==> config.mk <==
export PLATFORM = sky130hd
export DESIGN_NAME = ps2_rx_flat
export DESIGN_NICKNAME = d
export VERILOG_FILES = /design/src/rtl/ps2_pkg.sv /design/src/rtl/ps2_rx_if.sv /design/src/rtl/ps2_line_filter.sv /design/src/rtl/ps2_rx.sv /design/src/flat_wrapper.sv
export SDC_FILE = /design/constraint.sdc
export NUM_CORES = 1
export LEC_CHECK = 0
export CAP_MARGIN = 40
export CORE_AREA = 5 5 89 91
export DETAILED_ROUTE_END_ITERATION = 16
export DIE_AREA = 0 0 94 96
export PLACE_DENSITY = 0.57
export SLEW_MARGIN = 5
export SYNTH_ARGS = -nofsm -noshare
export SYNTH_HDL_FRONTEND = slang
export SYNTH_HIERARCHICAL = 1
export SYNTH_SLANG_ARGS = --single-unit
==> constraint.sdc <==
create_clock -name clk -period 2.2 [get_ports clk]
set_input_delay 0.33 -clock clk [delete_from_list [all_inputs] [get_ports clk]]
set_output_delay 0.33 -clock clk [all_outputs]
set_load 0.03 [all_outputs]
==> src/rtl/ps2_pkg.sv <==
// Shared PS/2 receive definitions: FSM encoding, frame geometry and scancode constants
// used by the receiver and the downstream per-key button machines.
package ps2_pkg;

  localparam int unsigned PS2_FRAME_BITS = 11;
  localparam int unsigned PS2_DATA_BITS  = 8;

  localparam logic [7:0] PS2_BREAK = 8'hF0;
  localparam logic [7:0] PS2_EXT   = 8'hE0;

  localparam logic [1:0] ST_IDLE   = 2'd0;
  localparam logic [1:0] ST_DATA   = 2'd1;
  localparam logic [1:0] ST_PARITY = 2'd2;
  localparam logic [1:0] ST_STOP   = 2'd3;

  typedef struct packed {
    logic       parity;
    logic [7:0] data;
  } ps2_payload_t;

  // Odd parity holds when data bits plus parity bit contain an odd number of ones.
  function automatic logic odd_parity_ok(input ps2_payload_t p);
    return ^{p.data, p.parity};
  endfunction

endpackage

==> src/rtl/ps2_rx_if.sv <==
// Decoded-scancode bus from the PS/2 receiver to its consumers.
interface ps2_rx_if;
  import ps2_pkg::*;

  logic [7:0] ps2_out;
  logic       ps2_pulse;
  logic       parity_err;
  logic       frame_err;
  logic       busy;

  modport master (output ps2_out, ps2_pulse, parity_err, frame_err, busy);
  modport slave  (input  ps2_out, ps2_pulse, parity_err, frame_err, busy);

endinterface

==> src/rtl/ps2_line_filter.sv <==
// 2-FF synchronizer followed by a stability filter for one raw PS/2 pin.
// The output only follows the pin after FILTER_LEN consecutive differing cycles.
module ps2_line_filter #(
  parameter int unsigned FILTER_LEN = 8
) (
  input  logic clk,
  input  logic rst_n,
  input  logic din,
  output logic dout
);

  localparam int unsigned CNT_W = $clog2(FILTER_LEN + 1);

  logic             sync1;
  logic             sync2;
  logic [CNT_W-1:0] cnt;

  always_ff @(posedge clk or negedge rst_n) begin
    if (!rst_n) begin
      sync1 <= 1'b1;
      sync2 <= 1'b1;
    end else begin
      sync1 <= din;
      sync2 <= sync1;
    end
  end

  // Any agreement with the filtered value restarts the run.
  always_ff @(posedge clk or negedge rst_n) begin
    if (!rst_n) begin
      cnt  <= '0;
      dout <= 1'b1;
    end else if (sync2 == dout) begin
      cnt <= '0;
    end else if (cnt == CNT_W'(FILTER_LEN - 1)) begin
      cnt  <= '0;
      dout <= sync2;
    end else begin
      cnt <= CNT_W'(cnt + 1'b1);
    end
  end

endmodule

==> src/rtl/ps2_rx.sv <==
// PS/2 device-to-host receiver: filters the raw pins, frames 11-bit words on ps2_clk
// falling edges and reports each byte as a good scancode, parity error or frame error.
module ps2_rx
  import ps2_pkg::*;
#(
  parameter int unsigned FILTER_LEN     = 8,
  parameter int unsigned TIMEOUT_CYCLES = 50000,
  parameter int unsigned TO_W           = 16
) (
  input  logic        clk,
  input  logic        rst_n,
  input  logic        ps2_clk,
  input  logic        ps2_data,
  ps2_rx_if.master    rx
);

  localparam int unsigned BIT_W = $clog2(PS2_DATA_BITS);

  logic clk_f;
  logic data_f;
  logic clk_f_d;
  logic fall_r;
  logic data_s;

  logic [1:0]       state,     state_nxt;
  ps2_payload_t     frame_q,   frame_nxt;
  logic [BIT_W-1:0] bit_cnt,   bit_nxt;
  logic [TO_W-1:0]  to_cnt,    to_nxt;
  logic [7:0]       out_q,     out_nxt;
  logic             pulse_q,   pulse_nxt;
  logic             perr_q,    perr_nxt;
  logic             ferr_q,    ferr_nxt;
  logic             busy_q,    busy_nxt;

  ps2_line_filter #(.FILTER_LEN(FILTER_LEN)) u_clk_filter (
    .clk   (clk),
    .rst_n (rst_n),
    .din   (ps2_clk),
    .dout  (clk_f)
  );

  ps2_line_filter #(.FILTER_LEN(FILTER_LEN)) u_data_filter (
    .clk   (clk),
    .rst_n (rst_n),
    .din   (ps2_data),
    .dout  (data_f)
  );

  // Registered falling edge with the data sample taken in the same cycle.
  always_ff @(posedge clk or negedge rst_n) begin
    if (!rst_n) begin
      clk_f_d <= 1'b1;
      fall_r  <= 1'b0;
      data_s  <= 1'b1;
    end else begin
      clk_f_d <= clk_f;
      fall_r  <= clk_f_d & ~clk_f;
      data_s  <= data_f;
    end
  end

  always_ff @(posedge clk or negedge rst_n) begin
    if (!rst_n) begin
      state   <= ST_IDLE;
      frame_q <= '0;
      bit_cnt <= '0;
      to_cnt  <= '0;
      out_q   <= '0;
      pulse_q <= 1'b0;
      perr_q  <= 1'b0;
      ferr_q  <= 1'b0;
      busy_q  <= 1'b0;
    end else begin
      state   <= state_nxt;
      frame_q <= frame_nxt;
      bit_cnt <= bit_nxt;
      to_cnt  <= to_nxt;
      out_q   <= out_nxt;
      pulse_q <= pulse_nxt;
      perr_q  <= perr_nxt;
      ferr_q  <= ferr_nxt;
      busy_q  <= busy_nxt;
    end
  end

  // Frame sequencing; a falling edge always takes priority over the timeout.
  always_comb begin
    state_nxt = state;
    frame_nxt = frame_q;
    bit_nxt   = bit_cnt;
    out_nxt   = out_q;
    pulse_nxt = 1'b0;
    perr_nxt  = 1'b0;
    ferr_nxt  = 1'b0;
    to_nxt    = (state == ST_IDLE) ? '0 : TO_W'(to_cnt + 1'b1);

    if (fall_r) begin
      to_nxt = '0;
      case (state)
        ST_IDLE: begin
          if (!data_s) begin
            state_nxt = ST_DATA;
            bit_nxt   = '0;
          end
        end
        ST_DATA: begin
          frame_nxt.data[bit_cnt] = data_s;
          if (bit_cnt == BIT_W'(PS2_DATA_BITS - 1)) begin
            state_nxt = ST_PARITY;
          end else begin
            bit_nxt = BIT_W'(bit_cnt + 1'b1);
          end
        end
        ST_PARITY: begin
          frame_nxt.parity = data_s;
          state_nxt        = ST_STOP;
        end
        default: begin
          state_nxt = ST_IDLE;
          if (!data_s) begin
            ferr_nxt = 1'b1;
          end else if (!odd_parity_ok(frame_q)) begin
            perr_nxt = 1'b1;
          end else begin
            out_nxt   = frame_q.data;
            pulse_nxt = 1'b1;
          end
        end
      endcase
    end else if (state != ST_IDLE && to_cnt == TO_W'(TIMEOUT_CYCLES - 1)) begin
      state_nxt = ST_IDLE;
      frame_nxt = '0;
      bit_nxt   = '0;
      to_nxt    = '0;
      ferr_nxt  = 1'b1;
    end

    busy_nxt = (state_nxt != ST_IDLE);
  end

  assign rx.ps2_out    = out_q;
  assign rx.ps2_pulse  = pulse_q;
  assign rx.parity_err = perr_q;
  assign rx.frame_err  = ferr_q;
  assign rx.busy       = busy_q;

endmodule

==> src/flat_wrapper.sv <==
// flat-port wrapper written by rule: the top's interface ports become plain ports
module ps2_rx_flat import ps2_pkg::*;
#(
  parameter int unsigned FILTER_LEN     = 8,
  parameter int unsigned TIMEOUT_CYCLES = 50000,
  parameter int unsigned TO_W           = 16
)
  (clk, rst_n, ps2_clk, ps2_data, rx_ps2_out, rx_ps2_pulse, rx_parity_err, rx_frame_err, rx_busy);
  ps2_rx_if rx_i ();
  input  logic clk;
  input  logic rst_n;
  input  logic ps2_clk;
  input  logic ps2_data;
  output wire logic [$bits(rx_i.ps2_out)-1:0] rx_ps2_out;
  output wire logic [$bits(rx_i.ps2_pulse)-1:0] rx_ps2_pulse;
  output wire logic [$bits(rx_i.parity_err)-1:0] rx_parity_err;
  output wire logic [$bits(rx_i.frame_err)-1:0] rx_frame_err;
  output wire logic [$bits(rx_i.busy)-1:0] rx_busy;
  assign rx_ps2_out = rx_i.ps2_out;
  assign rx_ps2_pulse = rx_i.ps2_pulse;
  assign rx_parity_err = rx_i.parity_err;
  assign rx_frame_err = rx_i.frame_err;
  assign rx_busy = rx_i.busy;
  ps2_rx #(.FILTER_LEN(FILTER_LEN), .TIMEOUT_CYCLES(TIMEOUT_CYCLES), .TO_W(TO_W)) u_core (.clk(clk), .rst_n(rst_n), .ps2_clk(ps2_clk), .ps2_data(ps2_data), .rx(rx_i));
endmodule
## Word-level counts from Yosys, hierarchy flattened

Index checks and enable logic that the tools add are counted.
Widths: inputs -> output; s select.

| cells by class | value |
|---|---|
| mux-type cells | 36 |
| $lt $le $gt $ge | 2 |
| shift operators | 0 |
| $mul | 0 |
| eq/ne operators | 13 |
| $add $sub $neg | 4 |
| bitwise gates (word level) | 5 |
| reduce and logical (&&, ||, !) cells | 14 |
| divide/modulo/power cells | 0 |

Operator list:

| operator | number |
|---|---|
| $mux 16 | 3 |
| $mux 9 | 2 |
| $add 16x1->16 const B | 1 |
| $eq 16x16->1 const B | 1 |
| $mux 4 | 4 |
| $mux 1 | 14 |
| $mux 3 | 4 |
| $ne 3x3->1 const B | 3 |
| $reduce_xor 9->1 | 1 |
| $add 4x1->4 const B | 2 |
| $bwmux 8 | 1 |
| $eq 4x3->1 const B | 2 |
| $mux 2 | 4 |
| $mux 8 | 1 |
| $reduce_and 2->1 | 4 |
| $reduce_and 4->1 | 2 |
| $pmux 2 s3 | 1 |
| $pmux 3 s2 | 1 |
| $reduce_bool 2->1 | 3 |
| $lt 3x4->1 const B | 1 |
| $ne 2x2->1 const B | 2 |
| $not 1->1 | 4 |
| $add 3x1->3 const B | 1 |
| $demux 1 s3 | 1 |
| other kinds (9) | 11 |

| word-level totals | value |
|---|---|
| memories | 0 |
| memory bits (writable) | 0 |
| output and inout bits | 12 |
| bits in latches | 0 |
| bits in read-only memories | 0 |
| word-level logic and storage cells | 95 |
| register bits after elaboration | 59 |
| input bits | 4 |

## Longest topological paths before layout

Gate-level depths: netlist of run 1.

| logic depth | value |
|---|---|
| word-level depth | 7 |
| mapped depth | 7 |
| gate-level depth less buffers | 6 |

## Hierarchy

The synthesis of run 1 kept the hierarchy.

Modules (own cells, without submodules):

| module | cells an instance | times used | sequential area each (um2) | area an instance (um2) |
|---|---|---|---|---|
| ps2_rx | 216 | 1 | 1128.6 | 2173.3 |
| ps2_line_filter at u_core.u_data_filter | 19 | 1 | 178.9 | 289.0 |
| ps2_line_filter at u_core.u_clk_filter | 20 | 1 | 178.9 | 271.5 |

## Worst setup path after synthesis of run 1

Ideal clock, no wire load.

| timing | value |
|---|---|
| kind | register -> register |
| start | register u_core.to_cnt[7] |
| end | register u_core.bit_cnt[0] |
| period minus slack after synthesis | 1.984 ns |
| required time | 2.075 ns |
| buffers on the path | 1 |
| arrival time | 1.859 ns |
| setup slack | 0.216 ns |
| cell stages (with the launch flop) | 7 |
| setup time | 0.125 ns |
| cells stage by stage | dfrtp_1 -> or4b_4 -> nor4_4 -> a21oi_2 -> or3_1 -> buf_2 -> mux2i_1 |

| on the way | value |
|---|---|
| cells in the longest elaborated chain, start to end | 4 |

Ends and longest elaborated chain:

| what | RTL line | RTL |
|---|---|---|
| from (decl) | ps2_rx.sv:28 | `logic [TO_W-1:0] to_cnt, to_nxt;` |
| from (signal assigned) | ps2_rx.sv:77 | `to_cnt <= to_nxt;` |
| $eq 16x16->1 | ps2_rx.sv:130 | `end else if (state != ST_IDLE && to_cnt == TO_W'(TIMEOUT_CYCLES - 1)) begin` |
| $logic_and 1x1->1 | ps2_rx.sv:130 |  |
| $reduce_bool 2->1 (no source line) | n/a |  |
| $reduce_and 4->1 (no source line) | n/a |  |
| to (signal assigned) | ps2_rx.sv:76 | `bit_cnt <= bit_nxt;` |
| to (decl) | ps2_rx.sv:27 | `logic [BIT_W-1:0] bit_cnt, bit_nxt;` |

No other way between the ends.
A chain may end at the register's enable or synchronous reset.

## Worst setup path in the final report of run 1

| timing | value |
|---|---|
| start | register u_core.to_cnt[7] |
| end | register u_core.bit_cnt[1] |

Same word-level chain as after synthesis.

==> results of run 1 <==
==> final cells by class <==
| type | instances | area [um^2] |
|---|---|---|
| clock buffer | 14 | 163 |
| timing repair buffer | 20 | 195 |
| fill | 695 | 3870 |
| tap | 99 | 124 |
| inverter | 13 | 48.8 |
| clock inverter | 2 | 10.0 |
| sequential | 59 | 1490 |
| multi-input combinational | 174 | 1160 |
==> power groups by stage <==
stage | combinational (W) | sequential (W) | clock (W)
2_1_floorplan | 0.000390 | 0.00136 | 0
3_3_place_gp | 0.000532 | 0.00138 | 0
3_5_place_dp | 0.000534 | 0.00139 | 0
4_1_cts | 0.000537 | 0.00137 | 0.000893
5_1_grt | 0.000610 | 0.00139 | 0.000947
6_report | 0.000526 | 0.00137 | 0.000863
==> path summary, 6_finish.rpt <==
kind,startpoint,to,slack [ps],cells after the start
worst max-delay path,u_core/to_cnt[7],u_core/bit_cnt[1],120,5
worst min-delay path,rst_n,u_core/to_cnt[13],0.2,2
worst max register to register,u_core/to_cnt[7],u_core/bit_cnt[1],120,5
worst min register to register,u_core/u_data_filter/sync1,u_core/u_data_filter/sync2,360,0
max in group asynchronous,rst_n,u_core/clk_f_d,1880,2
min in group clk,u_core/u_data_filter/sync1,u_core/u_data_filter/sync2,360,0
==> cell families after synthesis <==
kind of cell	count (synthesis)
flops	59
fa+ha+maj	5
buf+inv	22
simple gates	91
compound gates	39
mux	14
xor+xnor	25
==> layer usage <==
layer | GRT usage [%] | share of wire [%] | up-vias
li1 | - | - | 918
met1 | 16.5 | 49 | 900
met2 | 17.5 | 46 | 26
met3 | 3.28 | 3.4 | 8
met4 | 6.38 | 1.7 | 0
met5 | 0 | 0 | -
==> stage by stage <==
stage | utilization, % | cell area (um^2)
final | 45.2 | 3190
after global routing | 45.2 | 3190
after CTS | 45.2 | 3190
after detailed placement | 42.7 | 3020
after global placement | 42.7 | 3020
after floorplan | - | 2730
==> sequential cells by signal, summed over array words and instances (netlist names) <==
| name | flops |
|---|---|
| u_core/u_data_filter/dout | 1 |
| u_core/u_clk_filter/dout | 1 |
| u_core/u_data_filter/sync2 | 1 |
| u_core/frame_q | 9 |
| u_core/rx.parity_err | 1 |
| u_core/u_clk_filter/sync1 | 1 |
| u_core/rx.frame_err | 1 |
| u_core/to_cnt | 16 |
| u_core/fall_r | 1 |
| u_core/rx.ps2_out | 8 |
| u_core/u_clk_filter/cnt | 4 |
| u_core/rx.busy | 1 |
| u_core/bit_cnt | 3 |
| u_core/u_data_filter/sync1 | 1 |
| u_core/u_data_filter/cnt | 4 |
| u_core/rx.ps2_pulse | 1 |
| u_core/data_s | 1 |
| u_core/u_clk_filter/sync2 | 1 |
| u_core/state | 2 |
| u_core/clk_f_d | 1 |
==> cells in the final DEF (no fill, tap or decap), types with 2 or more instances in the layout <==
cell,synthesis,final
a21oi_1,7,7
a22o_1,4,4
a31oi_1,2,2
and3_1,2,2
buf_4,0,4
clkbuf_1,7,3
clkbuf_8,0,11
clkdlybuf4s50_1,0,14
clkinv_2,0,2
dfrtp_1,51,51
dfstp_2,8,8
ha_1,5,5
inv_1,12,12
mux2_1,7,7
mux2_4,2,2
mux2i_1,4,4
nand2_1,20,20
nand3_1,10,10
nand4_1,3,3
nor2_1,31,31
nor2b_1,3,3
nor3_1,8,8
o21ai_0,16,16
o21ai_1,2,2
o22ai_1,2,2
or3_1,3,3
xnor2_1,21,21
xor2_1,3,3
==> cell usage after synthesis (all sizes together) (5+ instances only) <==
master	instances	area share, %
dfrtp	51	47
nor2	32	4.5
xnor2	22	7.3
nand2	20	2.7
o21ai	18	3.3
inv	12	1.6
nand3	10	1.8
mux2	9	4.0
a21oi	8	1.6
dfstp	8	7.7
nor3	8	1.5
clkbuf	7	0.96
ha	5	2.3
mux2i	5	2.3
==> flow_summary.toml, run 1 <==
[timing]
max_freq_ghz = 0.481
period_needed_ps = 2080
slew_viol_final = 0
skew_ps = 9.01
hold_violations = 0
fin_setup_tns_ps = 0
holdWs_ps = 0.195
tightest_slew_ps = 474
setup_viol = 0
fin_ws_ps = 122
grt_setup_unrepaired = "no"
fin_crit_sh_pct = 94.4
slew_headroom_pct = 68.2

[clock_network]
hold_buffers = 0
cts_tree = "built"
cts_num_sinks = 59
path_clk_slew_ps = 60
ctsResizeCount = 0
cts-buffers-inserted = 9
postCtsSetupBuffers = 0
clock_latency_ps = 330
h-tree-depth = 3
cts.path.max_buffers = 2
cts-root-buf = "clkbuf_8"

[route]
vias_per_cell = 4.86
vias = 1852
wl_um = 4710
detail-route-antenna-nets = 0
drt-wirelength-per-cell_um = 12.4
drc = 0
drtPass1Iterations = 4
drtIter0Drc = 138

[worst_setup_path]
arrival_ps = 2280
crit_buf_inv = 0
cp-end-kind = "flip-flop"
cp_cell_sequence = "or4b_4 > nor4_4 > a21oi_2 > or3_1 > mux2i_1"
critical_path.startpoint_type = "flip-flop"
slowest_stage = "or4b_4"
cp_top_family = "simple AND/OR/NAND/NOR gates"
worstSetupPathType = "flip-flop to flip-flop"
slowest_delay_ps = 560
cp.required_ps = 2410
critPathMaxFanout = 5

[job]
maxCapViolCount = 0

[power]
comb_power_share_pct = 19.1
clkPwrFrac_pct = 31.3
p_leak_nw = 1.33
p_per_area_nw_per_um2 = 864
p_sw_w = 0.000836
peakVddDrop_v = 0.000415
p_total_w = 0.00276
seq_power_share_pct = 49.6
switching_share_pct = 30.3
internal_power_w = 0.00192

[worst_hold_path]
hold_class = "input port to async pin"

[synthesis]
synth_seq_cells = 59
avgSynthCellArea_um2 = 10.7
yosysSeqAreaShare_pct = 54.4
synth-compound-area-share_pct = 8.79
syn_area_um2 = 2730
netlist_instances = 255
synthSimpleGateAreaFrac_pct = 16.9
async_flop_share_pct = 100
syn-num-nets = 264
ys.warnings.count = 6
synth_enable_flop_cells = 0
synth.area.mux_share_pct = 6.27
ys.flop_type = "dfrtp_1"
synth_cell_types = 45
synth_top_family_by_area = "simple AND/OR/NAND/NOR gates"
synth_xor_area_share_pct = 8.28
synth_fa_ha_area_share_pct = 2.29

[floorplan]
row_count = 31
fp.coreArea_um2 = 7060
start_util_pct = 38.7
die_h_um = 96
fp.dieArea_um2 = 9020
die_x_um = 94
io_pins = 16

[global_route]
grt_pass1_vias = 1812
antenna_found_initial = 0
grt_max_degree = 60
track_usage_pct = 12.1
grt_first_pass_wirelength_um = 8490
grt-ovfl-total = 0

[placed_design]
place_inst = 365
place_hpwl_um = 3210
post-place-ws_ps = 133
portBuffers = 15
place.gp.congestion = 0.810

[run_status]
status = "finished clean"

[layout]
antennaDiodeCount = 0
fin_cells = 381
nets = 286
drive_gt1_share_pct = 14.5
area_growth_pct = 16.7
Note: power is estimated with default switching activity, not from simulation.
==> run 2, diff against run 1 <==
Settings changed: ABC_AREA from default to 1, CORE_AREA 5 5 89 91 to 5 5 92 94, DIE_AREA 0 0 94 96 to 0 0 97 99.
==> run 2 against run 1 <==
Effect of this change: design area is 5.0% higher; critical path depth fell by 4; fmax increased by 23%; register-to-register slack better by 430 ps; combinational power decreased by 15%; critical endpoint is now rx_ps2_out[2].
==> flow_summary.toml, run 2 <==
[floorplan]
io_pins = 16
fp.dieArea_um2 = 9600
fp.coreArea_um2 = 7570
die_h_um = 99
row_count = 32
die_x_um = 97
start_util_pct = 38.2

[placed_design]
place_hpwl_um = 3690
dpl-instance-area_um2 = 3160
portBuffers = 15
place.gp.congestion = 0.785

[power]
seq_power_share_pct = 49.7
comb_power_share_pct = 16.8
p_sw_w = 0.000802
clkPwrFrac_pct = 33.5
peakVddDrop_v = 0.000435
p_per_area_nw_per_um2 = 799
internal_power_w = 0.00187
p_leak_nw = 1.62
switching_share_pct = 30.0

[layout]
nets = 395
top_register = "u_core/to_cnt"
antennaDiodeCount = 0
area_growth_pct = 15.7
largest_reg_flops = 16
nFillCells = 733
layout_commonest_cell = "nand2_1"
final_cell_mix = "nand2_1 (113), dfrtp_1 (51), inv_1 (44)"
drive_gt1_share_pct = 9.72
design_area_um2 = 3350

[clock_network]
cts.path.max_buffers = 2
cts-root-buf = "clkbuf_8"
cts_num_sinks = 59
cts_tree = "built"
postCtsSetupBuffers = 0
path_clk_slew_ps = 70
ctsResizeCount = 0
h-tree-depth = 3
clock_latency_ps = 330
cts-buffers-inserted = 9

[synthesis]
syn-num-nets = 370
ys.warnings.count = 6
synth_top_area_cell = "dfrtp_1"
yosysSeqAreaShare_pct = 51.4
synth_enable_flop_cells = 0
yosysTopAreaCellShare_pct = 44.1
synth.area.top_cells = "dfrtp_1 (44%), nand2_1 (15%), dfstp_2 (7.3%), inv_1 (5.7%), nor2_1 (4.9%)"
synth_seq_cells = 59
ys.flop_type = "dfrtp_1"
yosysMostFrequentCell = "nand2_1"
syn_area_um2 = 2890
async_flop_share_pct = 100
netlist_instances = 361
synth_cell_types = 26
synth_commonest_cells = "nand2_1 (113), dfrtp_1 (51), inv_1 (44)"
avgSynthCellArea_um2 = 8.01

[route]
drt-wirelength-per-cell_um = 10.4
wl_um = 5140
drtIter0Drc = 100
detail-route-antenna-nets = 0
vias = 2216
drtPass1Iterations = 5
vias_per_cell = 4.49
drc = 0

[global_route]
grt_max_degree = 60
grt_first_pass_wirelength_um = 9190
grt_pass1_vias = 2120
grt-ovfl-total = 0
antenna_found_initial = 0
track_usage_pct = 11.7

[timing]
max_freq_ghz = 0.594
skew_ps = 10.5
hold_violations = 0
slew_headroom_pct = 67.9
fin_setup_tns_ps = 0
setup_viol = 0
slew_viol_final = 0
period_needed_ps = 1680
grt_setup_unrepaired = "no"
fin_crit_sh_pct = 76.5
tightest_slew_ps = 478

[run_status]
status = "finished clean"

[worst_hold_path]
hold_class = "flip-flop to flip-flop"
hold_depth = 0
hold_start = "u_core/u_data_filter/sync1"

[worst_setup_path]
slowest_delay_ps = 670
rr_endpoint = "u_core/frame_q[5]"
rrSetupSlack_ps = 550
crit_end = "rx_ps2_out[2]"
cp_top_family = "buffers and inverters"
cp_cell_sequence = "clkdlybuf4s50_1"
slowest_stage = "clkdlybuf4s50_1"
timing.rr.start = "u_core/to_cnt[0]"
cp.required_ps = 1870
arrival_ps = 1350
crit_start = "u_core/rx.ps2_out[2]"
crit_buf_inv = 1
cp-end-kind = "output pin"
critical_path.startpoint_type = "flip-flop"
worstSetupPathType = "flip-flop to output pin"
critPathMaxFanout = 2
reg2regPathDepth = 10
cp.depth = 1

[job]
maxCapViolCount = 0
run 2: cell count changes in the layout (fill, tap and decap cells not counted), moves of 6 or more:
cell     before  now
inv_1        12   44
nand3_1      10   28
xnor2_1      21    4
nor3_1        8   23
nor2_1       31   38
nand2_1      20  113
mux2_1        7    0
a21oi_1       7    1
run 2: worst min path at each step:
stage,endpoint,slack (ps)
2_1_floorplan,u_core/bit_cnt[0],30
6_report,u_core/u_data_filter/sync2,360
5_1_grt,u_core/u_data_filter/sync2,360
4_1_cts,u_core/u_data_filter/sync2,360
3_3_place_gp,u_core/u_clk_filter/sync2,350
3_5_place_dp,u_core/u_data_filter/sync2,350
run 2: logic make-up (layout without fill, tap and decap cells):
kind of cell    Yosys count  count (layout)  synth area share, %
compound gates           23              23                 4.76
xor+xnor                  6               6                 1.82
fa+ha+maj                 5               5                 2.16
buf+inv                  49              79                 7.01
flops                    59              59                 51.4
simple gates            219             219                 32.9
run 2: power groups by stage:
stage / clock (W) / combinational (W) / sequential, W
finish: 0.000897 / 0.000449 / 0.00133
global route: 0.000994 / 0.000513 / 0.00135
CTS: 0.000938 / 0.000459 / 0.00133
detailed placement: 0 / 0.000454 / 0.00135
global placement: 0 / 0.000454 / 0.00135
floorplan: 0 / 0.000351 / 0.00134
run 2: layout make-up:
type / count / area (um^2) / share of cell area (%)
flip-flops and latches: 59 / 1490 / 44.4
repair buffers: 17 / 175 / 5.23
clock buffers: 14 / 173 / 5.16
multi-input cells: 253 / 1200 / 35.9
clock inverters: 2 / 10.0 / 0.299
well taps: 102 / 128 / 3.81
inverters: 46 / 173 / 5.16
run 2: timing repair:
item                       4_1_cts  5_1_grt
setup endpoints to repair        0        0
hold endpoints to repair        15        0
hold buffers                     1        0
run 2: per-layer routing:
metal	vias up	track usage, %	wire [um]
met5	-	0	0
met1	983	14.9	2620
met2	31	18.0	2230
met4	0	6.16	102
li1	1193	-	-
met3	9	3.33	193
run 2: metrics by stage:
stage / worst slack [ps] / util (%) / hold slack, ps / power [W] / std cells
after CTS: 481 / 44.2 / 358 / 0.00273 / 493
after detailed placement: 537 / 41.7 / 350 / 0.00180 / 476
after floorplan: 698 / - / 34.4 / 0.00170 / 361
final: 517 / 44.2 / 356 / 0.00268 / 493
after global placement: 562 / 41.7 / 346 / 0.00180 / 476
after global routing: 347 / 44.2 / 363 / 0.00286 / 493
==> run 3, diff against run 2 <==
Clock period 2.2 ns to 1.7 ns, I/O delays scaled along.
==> run 3 against run 2 <==
Effect of this change: setup slack worse by 420 ps; flip-flop and latch count unchanged; first-iteration DRC count up 15%.
==> flow_summary.toml, run 3 (synthesis gave the netlist of run 2 again) <==
[run_status]
status = "finished clean"

[route]
vias_per_cell = 4.53
dr_wl_met2_um = 2190
top_layer_used = "met4"
detail-route-antenna-nets = 0
wl_um = 5150
wl_met3_um = 200
drc = 0
drtIter0Drc = 115
drt-wirelength-per-cell_um = 10.3
vias = 2255
wl_met1_um = 2660
drtPass1Iterations = 4

[worst_setup_path]
cp.depth = 1
timing.rr.start = "u_core/to_cnt[0]"
cp_cell_sequence = "clkdlybuf4s50_1"
rr_endpoint = "u_core/to_cnt[15]"
worstSetupPathType = "flip-flop to output pin"
reg2regPathDepth = 8
arrival_ps = 1350
cp-end-kind = "output pin"
critical_path.startpoint_type = "flip-flop"
cp_top_family = "buffers and inverters"
slowest_stage = "clkdlybuf4s50_1"
crit_end = "rx_ps2_out[5]"
cp.required_ps = 1440
critPathMaxFanout = 2
crit_buf_inv = 1
slowest_delay_ps = 670
crit_start = "u_core/rx.ps2_out[5]"
rrSetupSlack_ps = 140

[floorplan]
io_pins = 16
start_util_pct = 38.2
die_x_um = 97
row_count = 32
fp.dieArea_um2 = 9600
die_h_um = 99
fp.coreArea_um2 = 7570

[clock_network]
path_clk_slew_ps = 70
cts_tree = "built"
clock_latency_ps = 330
cts-root-buf = "clkbuf_8"
cts.path.max_buffers = 2
cts_num_sinks = 59
cts-buffers-inserted = 9
h-tree-depth = 3
postCtsSetupBuffers = 0

[job]
maxCapViolCount = 0

[power]
p_leak_nw = 1.67
p_sw_w = 0.00106
p_per_area_nw_per_um2 = 1090
comb_power_share_pct = 16.2
p_total_w = 0.00375
seq_power_share_pct = 45.9
switching_share_pct = 28.1
internal_power_w = 0.00269
clkPwrFrac_pct = 38.0
peakVddDrop_v = 0.000685

[layout]
multi_input_area_um2 = 1220
post-route-util_pct = 45.6
final_cell_mix = "nand2_1 (112), dfrtp_1 (51), inv_1 (44)"
nFillCells = 754
area_growth_pct = 19.2
antennaDiodeCount = 0
nets = 400
fin_cells = 498
ff_latch_area_um2 = 1490
layout_commonest_cell = "nand2_1"
top_register = "u_core/to_cnt"
largest_reg_flops = 16
drive_gt1_share_pct = 11.9

[placed_design]
place_inst = 481
place.gp.congestion = 0.830
portBuffers = 15
place_hpwl_um = 3570

[global_route]
track_usage_pct = 11.8
grt-ovfl-total = 0
grt_pass1_vias = 2073
grt_max_degree = 60
grt_first_pass_wirelength_um = 9340
antenna_found_initial = 0

[worst_hold_path]
hold_class = "input port to flip-flop"
hold_depth = 1

[timing]
skew_ps = 10.9
setup_viol = 0
fin_setup_tns_ps = 0
period_needed_ps = 1610
holdWs_ps = 333
max_freq_ghz = 0.622
hold_violations = 0
slew_viol_final = 0
tightest_slew_ps = 482
fin_crit_sh_pct = 94.5
slew_headroom_pct = 67.7
## run 3: cell types whose count changed in the layout (fill, tap and decap cells not counted), sizes merged
cell,delta
buf,+5
clkbuf,-3
bufinv,+2
clkinv,+1
## run 3: per-stage QoR
stage	instance area [um^2]	setup WS (ps)
after floorplan	2890	198
after global placement	3190	86.0
after detailed placement	3190	39.7
after CTS	3430	42.8
after global routing	3450	-8.96
final	3450	93.2
## run 3: worst min path at each step
stage | startpoint | end | slack, ps
finish | ps2_clk | u_core/u_clk_filter/sync1 | 330
CTS | ps2_clk | u_core/u_clk_filter/sync1 | 320
detailed placement | rst_n | u_core/to_cnt[7] | 290
floorplan | rst_n | u_core/bit_cnt[0] | -40
global route | ps2_clk | u_core/u_clk_filter/sync1 | 310
global placement | rst_n | u_core/to_cnt[7] | 280
## run 3: layout make-up
| class | instances | share of cell area [%] |
|---|---|---|
| clock buffers | 11 | 4.39 |
| clock inverters | 5 | 2.18 |
| inverters | 46 | 5.01 |
| multi-input cells | 253 | 35.4 |
| flip-flops and latches | 59 | 43.1 |
| well taps | 102 | 3.70 |
| repair buffers | 22 | 6.17 |
## run 3: power groups by stage
stage | clock network, W | logic, W | registers [W]
6_report | 0.00142 | 0.000606 | 0.00172
4_1_cts | 0.00147 | 0.000609 | 0.00172
3_5_place_dp | 0 | 0.000601 | 0.00174
5_1_grt | 0.00155 | 0.000699 | 0.00175
2_1_floorplan | 0 | 0.000454 | 0.00174
3_3_place_gp | 0 | 0.000605 | 0.00174
## run 3: per-layer routing
metal / global-route usage (%) / vias up
met3: 3.18 / 8
met2: 17.0 / 29
met4: 5.94 / 0
met5: 0 / -
met1: 16.3 / 1013
li1: - / 1205
## run 3: repair_timing
action,CTS,global route
hold endpoints to repair,51,0
resized for setup,0,4
hold buffers,1,0
endpoints found under the setup margin,0,24
